<file path="config.mk">
export PLATFORM = sky130hd
export DESIGN_NAME = fnd_multi_ch_scanner
export DESIGN_NICKNAME = d
export VERILOG_FILES = /design/src/rtl/fnd_pkg.sv /design/src/rtl/fnd_seg_decoder.sv /design/src/rtl/fnd_multi_ch_scanner.sv
export SDC_FILE = /design/constraint.sdc
export NUM_CORES = 1
export LEC_CHECK = 0
export CORE_MARGIN = 1
export CORE_UTILIZATION = 60
export CTS_BUF_LIST = sky130_fd_sc_hd__clkbuf_8
export DETAILED_ROUTE_END_ITERATION = 7
export GPL_TIMING_DRIVEN = 0
export PLACE_DENSITY = 0.88
export RECOVER_POWER = 100
export SLEW_MARGIN = 40
export SYNTH_ARGS = -nofsm -noshare
export SYNTH_HDL_FRONTEND = slang
export SYNTH_HIERARCHICAL = 1
export SYNTH_SLANG_ARGS = --single-unit
</file>
<file path="constraint.sdc">
create_clock -name clk -period 11.85 [get_ports clk]
set_input_delay 1.185 -clock clk [delete_from_list [all_inputs] [get_ports clk]]
set_output_delay 1.185 -clock clk [all_outputs]
set_load 0.01 [all_outputs]
</file>
<file path="src/rtl/fnd_pkg.sv">
// fnd_pkg: shared constants for the FND scanner.
//   NUM_DIGITS  - digits on the display (4)
//   SEG_BLANK   - all segments off (active-low)
//   SEG_CODES   - active-low {dp,g..a} codes for 0..9, dp off
//   sat99()     - clamp a byte to 0..99 for two-digit display
package fnd_pkg;
  localparam int NUM_DIGITS = 4;
  localparam logic [7:0] SEG_BLANK = 8'hFF;
  localparam logic [9:0][7:0] SEG_CODES = {
    8'h90, 8'h80, 8'hF8, 8'h82, 8'h92, 8'h99, 8'hB0, 8'hA4, 8'hF9, 8'hC0
  };

  function automatic logic [6:0] sat99(input logic [7:0] b);
    return (b > 8'd99) ? 7'd99 : b[6:0];
  endfunction
endpackage

</file>
<file path="src/rtl/fnd_seg_decoder.sv">
// fnd_seg_decoder: combinational 7-segment decoder.
//   val   - digit value 0..9 (others decode to blank)
//   blank - force all segments off
//   dp    - 1 lights the decimal point
//   seg   - active-low {dp,g..a}
module fnd_seg_decoder
  import fnd_pkg::*;
(
  input  logic [3:0] val,
  input  logic       blank,
  input  logic       dp,
  output logic [7:0] seg
);
  always_comb begin
    seg = SEG_BLANK;
    if (!blank && (val < 4'd10)) seg = {~dp, SEG_CODES[val][6:0]};
  end
endmodule

</file>
<file path="src/rtl/fnd_multi_ch_scanner.sv">
// fnd_multi_ch_scanner: 4-digit multiplexed FND driver showing one of
// NUM_CH sensor channels as "II.DD", manual or auto-rotating selection.
//   clk, rst      - clock, async active-high reset
//   ch_int/ch_dec - packed per-channel bytes, channel k at [8k+7:8k]
//   mode_auto     - 1 = rotate channels every ROT_SEC seconds
//   ch_sel        - manual channel (out of range selects 0)
//   fnd_data      - active-low segments {dp,g..a}
//   fnd_com       - active-low digit enables, bit 0 = rightmost
//   cur_ch        - channel of the frame being displayed
// Optional macro FND_LZB_EN: blank the leading integer digit when zero.
module fnd_multi_ch_scanner
  import fnd_pkg::*;
#(
  parameter int CLK_HZ  = 100_000_000,
  parameter int SCAN_HZ = 1000,
  parameter int NUM_CH  = 4,
  parameter int ROT_SEC = 3
) (
  input  logic                      clk,
  input  logic                      rst,
  input  logic [NUM_CH*8-1:0]       ch_int,
  input  logic [NUM_CH*8-1:0]       ch_dec,
  input  logic                      mode_auto,
  input  logic [$clog2(NUM_CH)-1:0] ch_sel,
  output logic [7:0]                fnd_data,
  output logic [3:0]                fnd_com,
  output logic [$clog2(NUM_CH)-1:0] cur_ch
);
  localparam int SCAN_DIV = CLK_HZ / SCAN_HZ;
  localparam int DIV_W    = (SCAN_DIV > 1) ? $clog2(SCAN_DIV) : 1;
  localparam int SEC_W    = (CLK_HZ > 1) ? $clog2(CLK_HZ) : 1;
  localparam int ROT_W    = (ROT_SEC > 1) ? $clog2(ROT_SEC) : 1;
  localparam int CH_W     = $clog2(NUM_CH);

  logic [DIV_W-1:0] div_cnt;
  logic [SEC_W-1:0] sec_cnt;
  logic [ROT_W-1:0] rot_sec_cnt;
  logic [CH_W-1:0]  rot_idx, rot_nxt, sel_ch;
  logic [1:0]       idx;
  logic [6:0]       snap_int, snap_dec;
  logic [7:0]       sel_int, sel_dec, seg;
  logic [3:0]       dig_val;
  logic             scan_tick, frame_end, sec_tick, rot_adv, blank, dp;

  assign scan_tick = (div_cnt == DIV_W'(SCAN_DIV - 1));
  assign frame_end = scan_tick && (idx == 2'(NUM_DIGITS - 1));
  assign sec_tick  = mode_auto && (sec_cnt == SEC_W'(CLK_HZ - 1));
  assign rot_adv   = sec_tick && (rot_sec_cnt == ROT_W'(ROT_SEC - 1));

  // Selection looks at the rotation index as it will be after this edge,
  // so an advance landing exactly on a frame boundary is shown at once.
  always_comb begin
    rot_nxt = rot_idx;
    if (!mode_auto) rot_nxt = '0;
    else if (rot_adv) rot_nxt = (rot_idx == CH_W'(NUM_CH - 1)) ? '0 : rot_idx + 1'b1;
    if (mode_auto)                 sel_ch = rot_nxt;
    else if (int'(ch_sel) < NUM_CH) sel_ch = ch_sel;
    else                           sel_ch = '0;
  end

  assign sel_int = ch_int[{sel_ch, 3'b000} +: 8];
  assign sel_dec = ch_dec[{sel_ch, 3'b000} +: 8];

  always_comb begin
    dig_val = '0;
    unique case (idx)
      2'd0: dig_val = 4'(snap_dec % 7'd10);
      2'd1: dig_val = 4'(snap_dec / 7'd10);
      2'd2: dig_val = 4'(snap_int % 7'd10);
      2'd3: dig_val = 4'(snap_int / 7'd10);
    endcase
  end

`ifdef FND_LZB_EN
  assign blank = (idx == 2'd3) && (snap_int < 7'd10);
`else
  assign blank = 1'b0;
`endif
  assign dp = (idx == 2'd2);

  fnd_seg_decoder u_dec (
    .val   (dig_val),
    .blank (blank),
    .dp    (dp),
    .seg   (seg)
  );

  // Scan divider, digit index, registered outputs and frame snapshot.
  always_ff @(posedge clk or posedge rst) begin
    if (rst) begin
      div_cnt  <= '0;
      idx      <= '0;
      fnd_com  <= 4'b1111;
      fnd_data <= SEG_BLANK;
      snap_int <= '0;
      snap_dec <= '0;
      cur_ch   <= '0;
    end else begin
      div_cnt <= scan_tick ? '0 : div_cnt + 1'b1;
      if (scan_tick) begin
        idx      <= idx + 1'b1;
        fnd_com  <= ~(4'b0001 << idx);
        fnd_data <= seg;
      end
      if (frame_end) begin
        snap_int <= sat99(sel_int);
        snap_dec <= sat99(sel_dec);
        cur_ch   <= sel_ch;
      end
    end
  end

  // Seconds counter and rotation; both parked at 0 in manual mode.
  always_ff @(posedge clk or posedge rst) begin
    if (rst) begin
      sec_cnt     <= '0;
      rot_sec_cnt <= '0;
      rot_idx     <= '0;
    end else begin
      rot_idx <= rot_nxt;
      if (!mode_auto) begin
        sec_cnt     <= '0;
        rot_sec_cnt <= '0;
      end else if (sec_tick) begin
        sec_cnt     <= '0;
        rot_sec_cnt <= rot_adv ? '0 : rot_sec_cnt + 1'b1;
      end else begin
        sec_cnt <= sec_cnt + 1'b1;
      end
    end
  end
endmodule

</file>
# ---- Word-level counts from Yosys, hierarchy flattened
# Memories as Yosys holds them, arrays and structs flattened.
# Cells that the tools add are included.
# Widths: inputs -> output; s select.
dict set report word_totals {
  word_cells 56
  romBits 128
  ff_bits 78
  mem_count 1
}
dict set report classes {
  n_addsub 5
  n_mux 15
  div_mod_pow 4
  shift 3
  n_eq_ne 8
  reduce_logical 4
  n_bitwise 2
  order_cmp 4
}
# name depth word_bits read_ports rd_clocked_by_memory_dff write_ports line
set memory_table {}
lappend memory_table {{(no name shown)} 16 8 1 0 0 fnd_seg_decoder.sv:16} ;# if (!blank && (val < 4'd10)) seg = {~dp, SEG_CODES[val][6:0]};
# cell n
set ops {}
lappend ops {{$shiftx 32x6->8} 2}
lappend ops {{$mux 27} 2}
lappend ops {{$add 27x1->27 const B} 1}
lappend ops {{$eq 27x27->1 const B} 1}
lappend ops {{$mux 7} 3}
lappend ops {{$add 17x1->17 const B} 1}
lappend ops {{$eq 17x17->1 const B} 1}
lappend ops {{$mux 17} 1}
lappend ops {{$gt 8x7->1 const B} 2}
lappend ops {{$pmux 4 s4} 1}
lappend ops {{$div 7x4->7 const B} 2}
lappend ops {{$mod 7x4->7 const B} 2}
lappend ops {{$mux 2} 7}
lappend ops {{$eq 2x2->1 const B} 4}
lappend ops {{$mux 8} 1}
lappend ops {{$add 2x1->2 const B} 3}
lappend ops {{$lt 4x5->1 const B} 1}
lappend ops {{$lt 4x4->1 const B} 1}
lappend ops {{$not 4->4} 1}
lappend ops {{$shl 1x2->4 const A} 1}
lappend ops {{$logic_and 1x1->1} 3}
lappend ops {{$eq 2x1->1 const B} 1}
lappend ops {{$logic_not 2->1} 1}
lappend ops {{$ne 2x1->1 const B} 1}
lappend ops {{$not 1->1} 1}

# ---- Logic depth before layout (Yosys ltp)
# Gate-level depths: netlist (run 1).
dict set report logic_depth {
  word_depth 9
  mapped_depth 24
}

# ---- Cells and area by module
# Netlist (run 1), hierarchy kept.
# module seq_area_each_um2 cells_each area_each_um2 instances
set by_module_without_submodules {}
lappend by_module_without_submodules {fnd_multi_ch_scanner 1966.9 519 4884.7 1}
lappend by_module_without_submodules {fnd_seg_decoder 0.0 33 242.7 1}

# ---- Least setup slack after synthesis (run 1)
# OpenSTA, ideal clock, no wires.
dict set report synth_path {
  path_type {register to register}
  from {reg idx[0]}
  to {reg fnd_data[3]}
  n_path_buf 3
  path_stages_with_launch 21
  setup_time_ps 82
  required_time_ps 11768
  slack_ps 7578
  arrival_ps 4190
  path_cell_list {dfrtp_1 inv_1 ha_1 buf_2 o32ai_2 buf_2 xnor2_1 o22ai_1 a22oi_1 ha_1 clkbuf_1 a21oi_1 o22ai_1 a211oi_2 xor2_1 a21oi_1 inv_1 ha_1 nor3b_1 a21oi_1 mux2_2}
}
dict set report synth_between {
  elab_chain_len 5
}
# item line
set synth_lines {}
lappend synth_lines {{from (decl)} fnd_multi_ch_scanner.sv:39} ;# logic [1:0] idx;
lappend synth_lines {{from (signal assigned)} fnd_multi_ch_scanner.sv:101} ;# idx <= idx + 1'b1;
lappend synth_lines {{$eq 2x2->1 *} -}
lappend synth_lines {{via dp} fnd_multi_ch_scanner.sv:43} ;# logic scan_tick, frame_end, sec_tick, rot_adv, blank, dp;
lappend synth_lines {{$pmux 4 s4 *} fnd_multi_ch_scanner.sv:66} ;# unique case (idx)
lappend synth_lines {{via dig_val[1]} fnd_multi_ch_scanner.sv:42} ;# logic [3:0] dig_val;
lappend synth_lines {{$mem_v2 16x8} -}
lappend synth_lines {{$mux 7 (implied by the code)} fnd_seg_decoder.sv:16}
lappend synth_lines {{$mux 8 *} fnd_seg_decoder.sv:16}
lappend synth_lines {{via seg[3]} fnd_multi_ch_scanner.sv:41} ;# logic [7:0] sel_int, sel_dec, seg;
lappend synth_lines {{to (signal assigned)} fnd_multi_ch_scanner.sv:103} ;# fnd_data <= seg;
lappend synth_lines {{to (decl)} fnd_multi_ch_scanner.sv:25} ;# output logic [7:0] fnd_data,
# Mark *: on every way through the listed nets, which the timed path passes. The rest lies on a longest branch. The select of a mux whose other input is x is not followed.
# A chain may end at the register's enable or synchronous reset.

# ---- Worst setup path after layout (run 1)
# Same ends and word-level chain as after synthesis.

==> results.sh, run 1 <==
export IMPL_min_to="div_cnt[11]$_DFF_PP0_"
export IMPL_cp_required_ns=12.13
export IMPL_cp_arrival_ns=5.85
export IMPL_post_cts_setup_buffers=0
export IMPL_power_density_nw_per_um2=98.87
export IMPL_fmax_mhz=179.5
export IMPL_final_setup_skew_ns=0.01549
export IMPL_slew_headroom=-0.4583
export IMPL_r2r_cells=20
export IMPL_overflow=0
export IMPL_p_leak_nw=2.616
export IMPL_hold_viol_final=0
export IMPL_period_needed_ns=5.572
export IMPL_dr_pass1_iters=5
export IMPL_violations="max-capacitance violations, max-slew violations"
export IMPL_r2r_slack_ns=6.28
export IMPL_worstPathCellList="inv_1 > ha_1 > clkbuf_1 > o32ai_1 > clkbuf_1 > xnor2_1 > o22ai_1 > a22oi_1 > ha_1 > clkbuf_1 > a21oi_1 > o22ai_1 > a211oi_1 > xor2_1 > a21oi_1 > inv_1 > ha_1 > nor3b_1 > a21oi_1 > mux2_2"
export IMPL_fin_nets=735
export IMPL_dp_hpwl_um=8685
export IMPL_power_frac_seq=0.449
export IMPL_clock_sinks=78
export IMPL_seqCellArea_sq_um=1967
export IMPL_syn_area_sq_um=5127
export IMPL_setup_violations_final=0
export IMPL_synth_seq_area_share=0.3836
export IMPL_synth_top_area_share=0.3221
export IMPL_diodes=0
export IMPL_initialDrtViolationCount=265
export IMPL_vias_per_cell=5.760
export IMPL_dpl_cell_area_sq_um=6131
export IMPL_p_sw_uw=186.7
export IMPL_slowest_delay_ns=0.72
export IMPL_cap_violations=2
export IMPL_cts_buffer_depth=2
export IMPL_yosysWarnings=6
export IMPL_drive_gt1_frac=0.1064
export IMPL_hold_buffers=0
export IMPL_hold_path_class="flop to flop"
export IMPL_rsz0062_at_grt="no"
export IMPL_yosys_top_cells_count="68 x nor2_1, 66 x dfrtp_1, 61 x nand2_1, 44 x mux2i_1, 26 x xor2_1"
export IMPL_wl_per_cell_um=14.75
export IMPL_die_y_um=94.44
export IMPL_io_buffers=82
export IMPL_yosys_most_used_dff="dfrtp_1"
export IMPL_finalCritPeriodShare=0.4702
export IMPL_yosysMostFrequentCell="nor2_1"
export IMPL_cts_resized=0
export IMPL_setup_tns_ns=0
export IMPL_crit_type="flop to flop"
export IMPL_cp_slowest_cell="o32ai_1"
export IMPL_first_global_vias=4236
export IMPL_clkTransAtPathRegs_ns=0.08
export IMPL_status="complete, but fails checks"
export IMPL_fin_area_sq_um=6257
export IMPL_end_kind="flop"
export IMPL_crit_fanout=10
export IMPL_clock_root_buffer="clkbuf_8"
export IMPL_gp_congestion=0.8908
export IMPL_synth_top_area_cell="dfrtp_1"
export IMPL_coreArea_sq_um=8258
export IMPL_worst_slew_pin_slew_ns=2.188
export IMPL_synthArstFlopShare=1.000
export IMPL_die_w_um=94.44
export IMPL_htreeDepth=3
export IMPL_ant_nets=0
export IMPL_nFillCells=579
export IMPL_synth_edff_count=0
export IMPL_die_area_sq_um=8919
export IMPL_p_int_uw=431.9
export IMPL_boundaryPins=83
export IMPL_p_total_uw=618.6
export IMPL_grt_start_max_net_pins=44
export IMPL_netlist_top_cells_area="dfrtp_1 32%, mux2i_1 8.6%, dfstp_2 6.1%, mux2_2 5.5%, nor2_1 5.0%"
export IMPL_pwr_share_clk=0.308
export IMPL_multi_input_area_sq_um=2969
export IMPL_peakVddDrop_mv=0.05261
export IMPL_num_rows=33
export IMPL_switching_share=0.3019
export IMPL_synthCells=552
export IMPL_initial_core_util=0.6209
export IMPL_whs_path_depth=1
export IMPL_drv_slew=44
export IMPL_cts_made_buffers=9
export IMPL_syn_avg_cell_area_sq_um=9.289
export IMPL_routed_wl_um=11260
export IMPL_synthDistinctLibCells=64
export IMPL_r2r_end="fnd_data[3]$_DFFE_PP1N_"
export IMPL_startpoint_type="flop"
export IMPL_track_usage=0.2713
export IMPL_insertion_delay_ns=0.35
export IMPL_hold_start="div_cnt[11]$_DFF_PP0_"
export IMPL_pwr_share_comb=0.244
export IMPL_cts_tree="done"
export IMPL_drc_errors=0
export IMPL_ys_ff_latch=78
export IMPL_area_growth_pct=22.04
export IMPL_via_count=4395
export IMPL_grt_pass1_wl_um=19150
export IMPL_antenna_found_initial=0
export IMPL_reg2reg_from="idx[0]$_DFFE_PP0N_"
-- how the worst max path moves through the flow --
stage	start	to	slack, ns
floorplan	idx[0]$_DFFE_PP0N_	fnd_data[3]$_DFFE_PP1N_	7.58
CTS	idx[0]$_DFFE_PP0N_	fnd_data[3]$_DFFE_PP1N_	6.85
finish	idx[0]$_DFFE_PP0N_	fnd_data[3]$_DFFE_PP1N_	6.28
global route	idx[0]$_DFFE_PP0N_	fnd_data[3]$_DFFE_PP1N_	5.86
global placement	idx[0]$_DFFE_PP0N_	fnd_data[3]$_DFFE_PP1N_	7.02
detailed placement	idx[0]$_DFFE_PP0N_	fnd_data[3]$_DFFE_PP1N_	6.87
-- sequential cells by signal (all words and copies together) (netlist names) --
| register | cells |
|---|---|
| sec_cnt | 27 |
| fnd_com | 4 |
| snap_dec | 7 |
| rot_sec_cnt | 2 |
| div_cnt | 17 |
| cur_ch | 2 |
| fnd_data | 8 |
| snap_int | 7 |
| rot_idx | 2 |
| idx | 2 |
-- stage by stage --
stage	hold slack [ns]	std cells	utilization	setup slack (ns)
floorplan	0.4474	559	-	7.578
global placement	0.4682	746	0.7394	7.023
detailed placement	0.4755	747	0.7424	6.867
CTS	0.4920	763	0.7658	6.854
global route	0.5167	763	0.7577	5.856
finish	0.4907	763	0.7577	6.278
-- layer usage --
layer  vias to the layer above  wire (um)  global-route usage
met2                       159       5496              0.4493
met4                         0        136             0.09231
met3                        12        580             0.04509
met1                      2075       5043              0.3596
met5                         -          0                   0
li1                       2149          -                   -
-- power groups by stage --
stage / Sequential, mW / Combinational [mW] / Clock, mW
after floorplan: 0.281 / 0.106 / 0
after global placement: 0.282 / 0.146 / 0
after detailed placement: 0.283 / 0.152 / 0
after CTS: 0.278 / 0.153 / 0.193
after global routing: 0.279 / 0.169 / 0.206
final: 0.278 / 0.151 / 0.190
-- kinds of logic (layout without fill, tap and decap cells) --
logic type / count (synthesis) / in the layout / synth area share
xor+xnor: 44 / 44 / 0.07516
compound gates: 93 / 93 / 0.1164
mux: 71 / 71 / 0.1457
simple gates: 218 / 218 / 0.2108
buf+inv: 34 / 133 / 0.03587
fa+ha+maj: 13 / 13 / 0.03172
other cells: 1 / 8 / 0.0007314
flops: 78 / 78 / 0.3836
-- cells in the final DEF (no fill, tap or decap), types with 8 or more instances in the layout --
cell type,netlist,final
nor2_1,68,68
dfrtp_1,66,66
clkdlybuf4s50_1,0,66
nand2_1,61,61
mux2i_1,44,44
xor2_1,26,26
a21oi_1,25,25
mux2_2,25,24
o21ai_0,23,23
nand3_1,19,19
xnor2_1,18,18
dlygate4sd3_1,0,16
clkbuf_1,6,15
ha_1,13,13
dfstp_2,12,12
nand4_1,10,11
nor3_1,8,11
clkbuf_8,0,11
inv_1,11,10
o22ai_1,9,9
conb_1,1,8
-- final cells by class --
class / instances / share of cell area
clock buffers: 11 / 0.02420
clock inverters: 5 / 0.006599
repair buffers: 83 / 0.1318
plain buffers: 23 / 0.02080
multi-input cells: 447 / 0.4745
flip-flops and latches: 78 / 0.3143
inverters: 11 / 0.006799
well taps: 105 / 0.02100
-- worst max-delay path: cells and delay by family (launching register included) --
| family | cells | cell delay, ns |
|---|---|---|
| buffers and inverters | 5 | 1.31 |
| multiplexers | 1 | 0.26 |
| adder cells (fa/ha/maj) | 3 | 0.86 |
| AND/OR/NAND/NOR | 1 | 0.19 |
| flip-flops | 1 | 0.39 |
| XOR/XNOR | 2 | 0.36 |
| AO/OA/AOI/OAI | 8 | 2.13 |
(Power assumes the default switching activity.)
==> run 2: changes to the inputs <==
CORE_UTILIZATION = 56   (was 60)
PLACE_DENSITY = 0.83   (was 0.88)
clock period = 5.37 ns   (was 11.85 ns; I/O delays follow)
==> results.sh, run 2 (synthesis results as in run 1) <==
export IMPL_first_global_vias=4390
export IMPL_dr_pass1_iters=7
export IMPL_layout_commonest_cell="nor2_1"
export IMPL_clkTransAtPathRegs_ns=0.09
export IMPL_grt_start_max_net_pins=42
export IMPL_initialDrtViolationCount=221
export IMPL_period_needed_ns=4.931
export IMPL_boundaryPins=83
export IMPL_clock_sinks=78
export IMPL_r2r_cells=21
export IMPL_ant_nets=0
export IMPL_violations="design-rule violations, max-capacitance violations, max-slew violations"
export IMPL_routed_wl_um=11510
export IMPL_nFillCells=675
export IMPL_p_leak_nw=2.646
export IMPL_die_y_um=97.69
export IMPL_power_density_nw_per_um2=227.0
export IMPL_cts_buffer_depth=2
export IMPL_coreArea_sq_um=8806
export IMPL_finalCritPeriodShare=0.9183
export IMPL_setup_ws_ns=0.4389
export IMPL_end_kind="flop"
export IMPL_r2r_slack_ns=0.44
export IMPL_setup_tns_ns=0
export IMPL_initial_core_util=0.5823
export IMPL_post_cts_setup_buffers=0
export IMPL_hold_buffers=0
export IMPL_dp_hpwl_um=8847
export IMPL_reg_top3="sec_cnt (27), div_cnt (17), fnd_data (8)"
export IMPL_via_count=4417
export IMPL_gp_congestion=0.8480
export IMPL_crit_type="flop to flop"
export IMPL_hold_viol_final=0
export IMPL_cp_arrival_ns=5.23
export IMPL_dpl_worst_slack_ns=0.3224
export IMPL_setup_violations_final=0
export IMPL_wl_per_cell_um=15.03
export IMPL_die_area_sq_um=9542
export IMPL_io_buffers=82
export IMPL_hold_path_class="flop to flop"
export IMPL_whs_path_depth=2
export IMPL_cts_resized=0
export IMPL_drv_slew=81
export IMPL_insertion_delay_ns=0.36
export IMPL_reg2reg_from="idx[0]$_DFFE_PP0N_"
export IMPL_antenna_found_initial=0
export IMPL_rsz0062_at_grt="no"
export IMPL_htreeDepth=3
export IMPL_min_to="fnd_com[3]$_DFFE_PP1N_"
export IMPL_regMostFlops="sec_cnt"
export IMPL_drive_gt1_frac=0.1109
export IMPL_hold_start="fnd_com[3]$_DFFE_PP1N_"
export IMPL_largest_register_ffs=27
export IMPL_cp_required_ns=5.67
export IMPL_clock_root_buffer="clkbuf_8"
export IMPL_area_growth_pct=22.86
export IMPL_startpoint_type="flop"
export IMPL_slew_headroom=-0.2811
export IMPL_fin_nets=735
export IMPL_finish_utilization=0.7154
export IMPL_r2r_end="fnd_data[3]$_DFFE_PP1N_"
export IMPL_seqCellArea_sq_um=1967
export IMPL_crit_fanout=10
export IMPL_final_cell_mix="68 x nor2_1, 67 x clkdlybuf4s50_1, 66 x dfrtp_1"
export IMPL_diodes=0
export IMPL_track_usage=0.2559
export IMPL_die_w_um=97.69
export IMPL_vias_per_cell=5.766
export IMPL_cap_violations=2
export IMPL_cts_made_buffers=9
export IMPL_overflow=0
export IMPL_cts_tree="done"
export IMPL_final_setup_skew_ns=0.01208
export IMPL_grt_pass1_wl_um=19870
export IMPL_drc_errors=4
export IMPL_status="complete, but fails checks"
export IMPL_peakVddDrop_mv=0.1773
export IMPL_fmax_mhz=202.8
export IMPL_worst_slew_pin_slew_ns=1.922
export IMPL_multi_input_area_sq_um=2984
export IMPL_num_rows=34
## run 2: cell count changes in the layout (fill, tap and decap cells not counted), moves of 2 or more
| cell | change |
|---|---|
| clkbuf_1 | -2 |
| bufinv_16 | +2 |
| clkinv_2 | +2 |
| a21oi_2 | +2 |
| buf_2 | +2 |
| a21oi_1 | -2 |
| clkbuf_8 | -2 |
## run 2: layout make-up
cell class | instances | share of cell area
multi-input cells | 447 | 0.4737
flip-flops and latches | 78 | 0.3122
repair buffers | 83 | 0.1309
well taps | 108 | 0.02145
plain buffers | 23 | 0.02105
clock buffers | 9 | 0.01966
clock inverters | 7 | 0.01430
inverters | 11 | 0.006753
## run 2: critical path, stage by stage (launching register included)
cell	delay, ns
dfrtp_1	0.41
inv_1	0.13
ha_1	0.30
buf_2	0.31
nand2_1	0.10
o32ai_2	0.28
buf_2	0.29
xnor2_1	0.08
o22ai_1	0.16
a22oi_1	0.12
ha_1	0.26
clkbuf_1	0.22
a32oi_1	0.23
o22ai_1	0.11
a211oi_1	0.35
xor2_1	0.15
a21oi_2	0.35
inv_1	0.15
ha_1	0.33
nor3b_1	0.19
a21oi_1	0.06
mux2_2	0.27
## run 2: worst max path at each step
stage	start	to	slack (ns)	cells past startpoint
floorplan	idx[0]$_DFFE_PP0N_	fnd_data[3]$_DFFE_PP1N_	1.10	20
global placement	idx[0]$_DFFE_PP0N_	fnd_data[3]$_DFFE_PP1N_	0.50	22
detailed placement	idx[0]$_DFFE_PP0N_	fnd_data[3]$_DFFE_PP1N_	0.32	22
CTS	idx[0]$_DFFE_PP0N_	fnd_data[3]$_DFFE_PP1N_	0.30	22
global route	idx[0]$_DFFE_PP0N_	fnd_data[3]$_DFFE_PP1N_	0.02	21
finish	idx[0]$_DFFE_PP0N_	fnd_data[3]$_DFFE_PP1N_	0.44	21
## run 2: report_power, final
part	total, mW	switching, mW	internal (mW)
clock	0.480	0.220	0.259
combinational	0.338	0.178	0.160
sequential	0.612	0.0125	0.600
total	1.43	0.411	1.02
## run 2: routing by layer
layer | wire (um) | part of all wire | global-route usage | up-vias
met3 | 699 | 0.061 | 0.05540 | 14
met1 | 4970 | 0.43 | 0.3205 | 2103
met4 | 148 | 0.013 | 0.08159 | 0
li1 | - | - | - | 2154
met5 | 0 | 0 | 0 | -
met2 | 5692 | 0.49 | 0.4392 | 146
## run 2: per-stage QoR
stage	area, sq um	std cells	power [mW]	hold slack [ns]
finish	6300	766	1.430	0.4756
global route	6300	766	1.499	0.5107
CTS	6349	766	1.440	0.4789
detailed placement	6135	750	0.9629	0.4621
global placement	6110	749	0.9485	0.4595
floorplan	5154	559	0.8536	0.4474
==> run 3: changes to the inputs <==
CORE_UTILIZATION = 60   (was 56)
DONT_BUFFER_PORTS = 1   (was default)
PLACE_DENSITY = default   (was 0.83)
PLACE_DENSITY_LB_ADDON = 0.15   (was default)
==> results.sh, run 3 (synthesis results as in run 1) <==
export IMPL_r2r_slack_ns=0.41
export IMPL_grt_start_max_net_pins=41
export IMPL_clock_root_buffer="clkbuf_8"
export IMPL_cts_made_buffers=9
export IMPL_crit_type="flop to flop"
export IMPL_layout_commonest_cell="nor2_1"
export IMPL_drc_errors=0
export IMPL_cp_num_buf_inv=5
export IMPL_cp_arrival_ns=5.23
export IMPL_vias_per_cell=5.903
export IMPL_wl_per_cell_um=15.53
export IMPL_setup_ws_ns=0.4139
export IMPL_end_kind="flop"
export IMPL_die_w_um=94.44
export IMPL_initial_core_util=0.6209
export IMPL_cp_top_family="compound AO/OA/AOI/OAI gates"
export IMPL_drv_slew=81
export IMPL_worstPathCellList="inv_1 > ha_1 > buf_2 > nor2_1 > a32oi_1 > clkbuf_1 > nand2_1 > nand2_1 > o21ai_0 > a22oi_1 > ha_1 > clkbuf_1 > a21oi_1 > o22ai_1 > a211oi_2 > xor2_1 > a21oi_2 > inv_1 > ha_1 > nor3b_1 > a21oi_1 > mux2_2"
export IMPL_violations="max-capacitance violations, max-slew violations"
export IMPL_rsz0062_at_grt="no"
export IMPL_final_cell_mix="68 x nor2_1, 66 x dfrtp_1, 61 x nand2_1"
export IMPL_status="complete, but fails checks"
export IMPL_final_setup_skew_ns=0.006215
export IMPL_routed_wl_um=10570
export IMPL_coreArea_sq_um=8258
export IMPL_boundaryPins=83
export IMPL_setup_tns_ns=0
export IMPL_insertion_delay_ns=0.35
export IMPL_clkTransAtPathRegs_ns=0.07
export IMPL_hold_path_class="input pin to asynchronous set/reset pin"
export IMPL_diodes=0
export IMPL_worst_slew_pin_slew_ns=2.076
export IMPL_dr_pass1_iters=4
export IMPL_regMostFlops="sec_cnt"
export IMPL_dpl_worst_slack_ns=0.2646
export IMPL_ant_nets=0
export IMPL_finalCritPeriodShare=0.9229
export IMPL_num_rows=33
export IMPL_slowest_delay_ns=0.41
export IMPL_antenna_found_initial=0
export IMPL_grt_pass1_wl_um=17460
export IMPL_p_leak_nw=2.285
export IMPL_reg_top3="sec_cnt (27), div_cnt (17), fnd_data (8)"
export IMPL_fin_nets=653
export IMPL_largest_register_ffs=27
export IMPL_io_buffers=0
export IMPL_die_y_um=94.44
export IMPL_cts_buffer_depth=2
export IMPL_clock_sinks=78
export IMPL_htreeDepth=3
export IMPL_via_count=4020
export IMPL_dp_hpwl_um=7932
export IMPL_cap_violations=2
export IMPL_multi_input_area_sq_um=2979
export IMPL_area_growth_pct=5.978
export IMPL_finish_utilization=0.6580
export IMPL_cp_common_cell="ha_1"
export IMPL_first_global_vias=3789
export IMPL_period_needed_ns=4.956
export IMPL_track_usage=0.2510
export IMPL_startpoint_type="flop"
export IMPL_nFillCells=719
export IMPL_slew_headroom=-0.3839
export IMPL_gp_congestion=0.8451
export IMPL_fin_area_sq_um=5434
export IMPL_drive_gt1_frac=0.1024
export IMPL_hold_viol_final=0
export IMPL_peakVddDrop_mv=0.1960
export IMPL_initialDrtViolationCount=231
export IMPL_cp_slowest_cell="dfrtp_1"
export IMPL_seqCellArea_sq_um=1967
export IMPL_setup_violations_final=0
export IMPL_crit_fanout=10
export IMPL_fmax_mhz=201.8
export IMPL_die_area_sq_um=8919
export IMPL_overflow=0
export IMPL_dpl_cell_area_sq_um=5310
export IMPL_power_density_nw_per_um2=243.8
export IMPL_cts_tree="done"
export IMPL_cp_required_ns=5.65
[run 3: per-layer routing]
metal / global-route usage / vias to the layer above / wire (um)
met3: 0.04992 / 10 / 539
met1: 0.3254 / 1910 / 4856
met4: 0.07179 / 0 / 84
li1: - / 1981 / -
met5: 0 / - / 0
met2: 0.4245 / 119 / 5092
[run 3: final timing paths]
path / start / endpoint / cells after the start
max: idx[0]$_DFFE_PP0N_ / fnd_data[3]$_DFFE_PP1N_ / 22
min: rst / div_cnt[9]$_DFF_PP0_ / 1
max reg2reg: idx[0]$_DFFE_PP0N_ / fnd_data[3]$_DFFE_PP1N_ / 22
min reg2reg: sec_cnt[0]$_DFF_PP0_ / sec_cnt[0]$_DFF_PP0_ / 1
max in group asynchronous: rst / rot_idx[1]$_DFF_PP0_ / 2
min in group clk: sec_cnt[0]$_DFF_PP0_ / sec_cnt[0]$_DFF_PP0_ / 1
[run 3: layout make-up]
class                           instances  share of cell area
Inverter                               11            0.007829
Sequential cell                        78              0.3620
Clock inverter                          6            0.009901
Tap cell                              105             0.02418
Buffer                                 23             0.02187
Timing Repair Buffer                    1           0.0006908
Clock buffer                           10             0.02533
Multi-Input combinational cell        447              0.5482
[run 3: through the flow]
| step | hold slack (ns) | cells | total power [mW] |
|---|---|---|---|
| 2_1_floorplan | 0.4474 | 559 | 0.8536 |
| 3_3_place_gp | 0.4719 | 664 | 0.9011 |
| 3_5_place_dp | 0.4125 | 665 | 0.9128 |
| 4_1_cts | 0.03061 | 681 | 1.337 |
| 5_1_grt | 0.4999 | 681 | 1.393 |
| 6_report | 0.4477 | 681 | 1.325 |
[run 3: repair_timing]
item	4_1_cts	5_1_grt
endpoints found under the setup margin	0	4
buffers inserted	0	0
resized for setup	0	3
hold buffers	0	0
[run 3: where the power goes]
group	switching (mW)	total [mW]	internal (mW)
logic	0.172	0.290	0.118
registers	0.0138	0.613	0.599
clock network	0.200	0.422	0.222
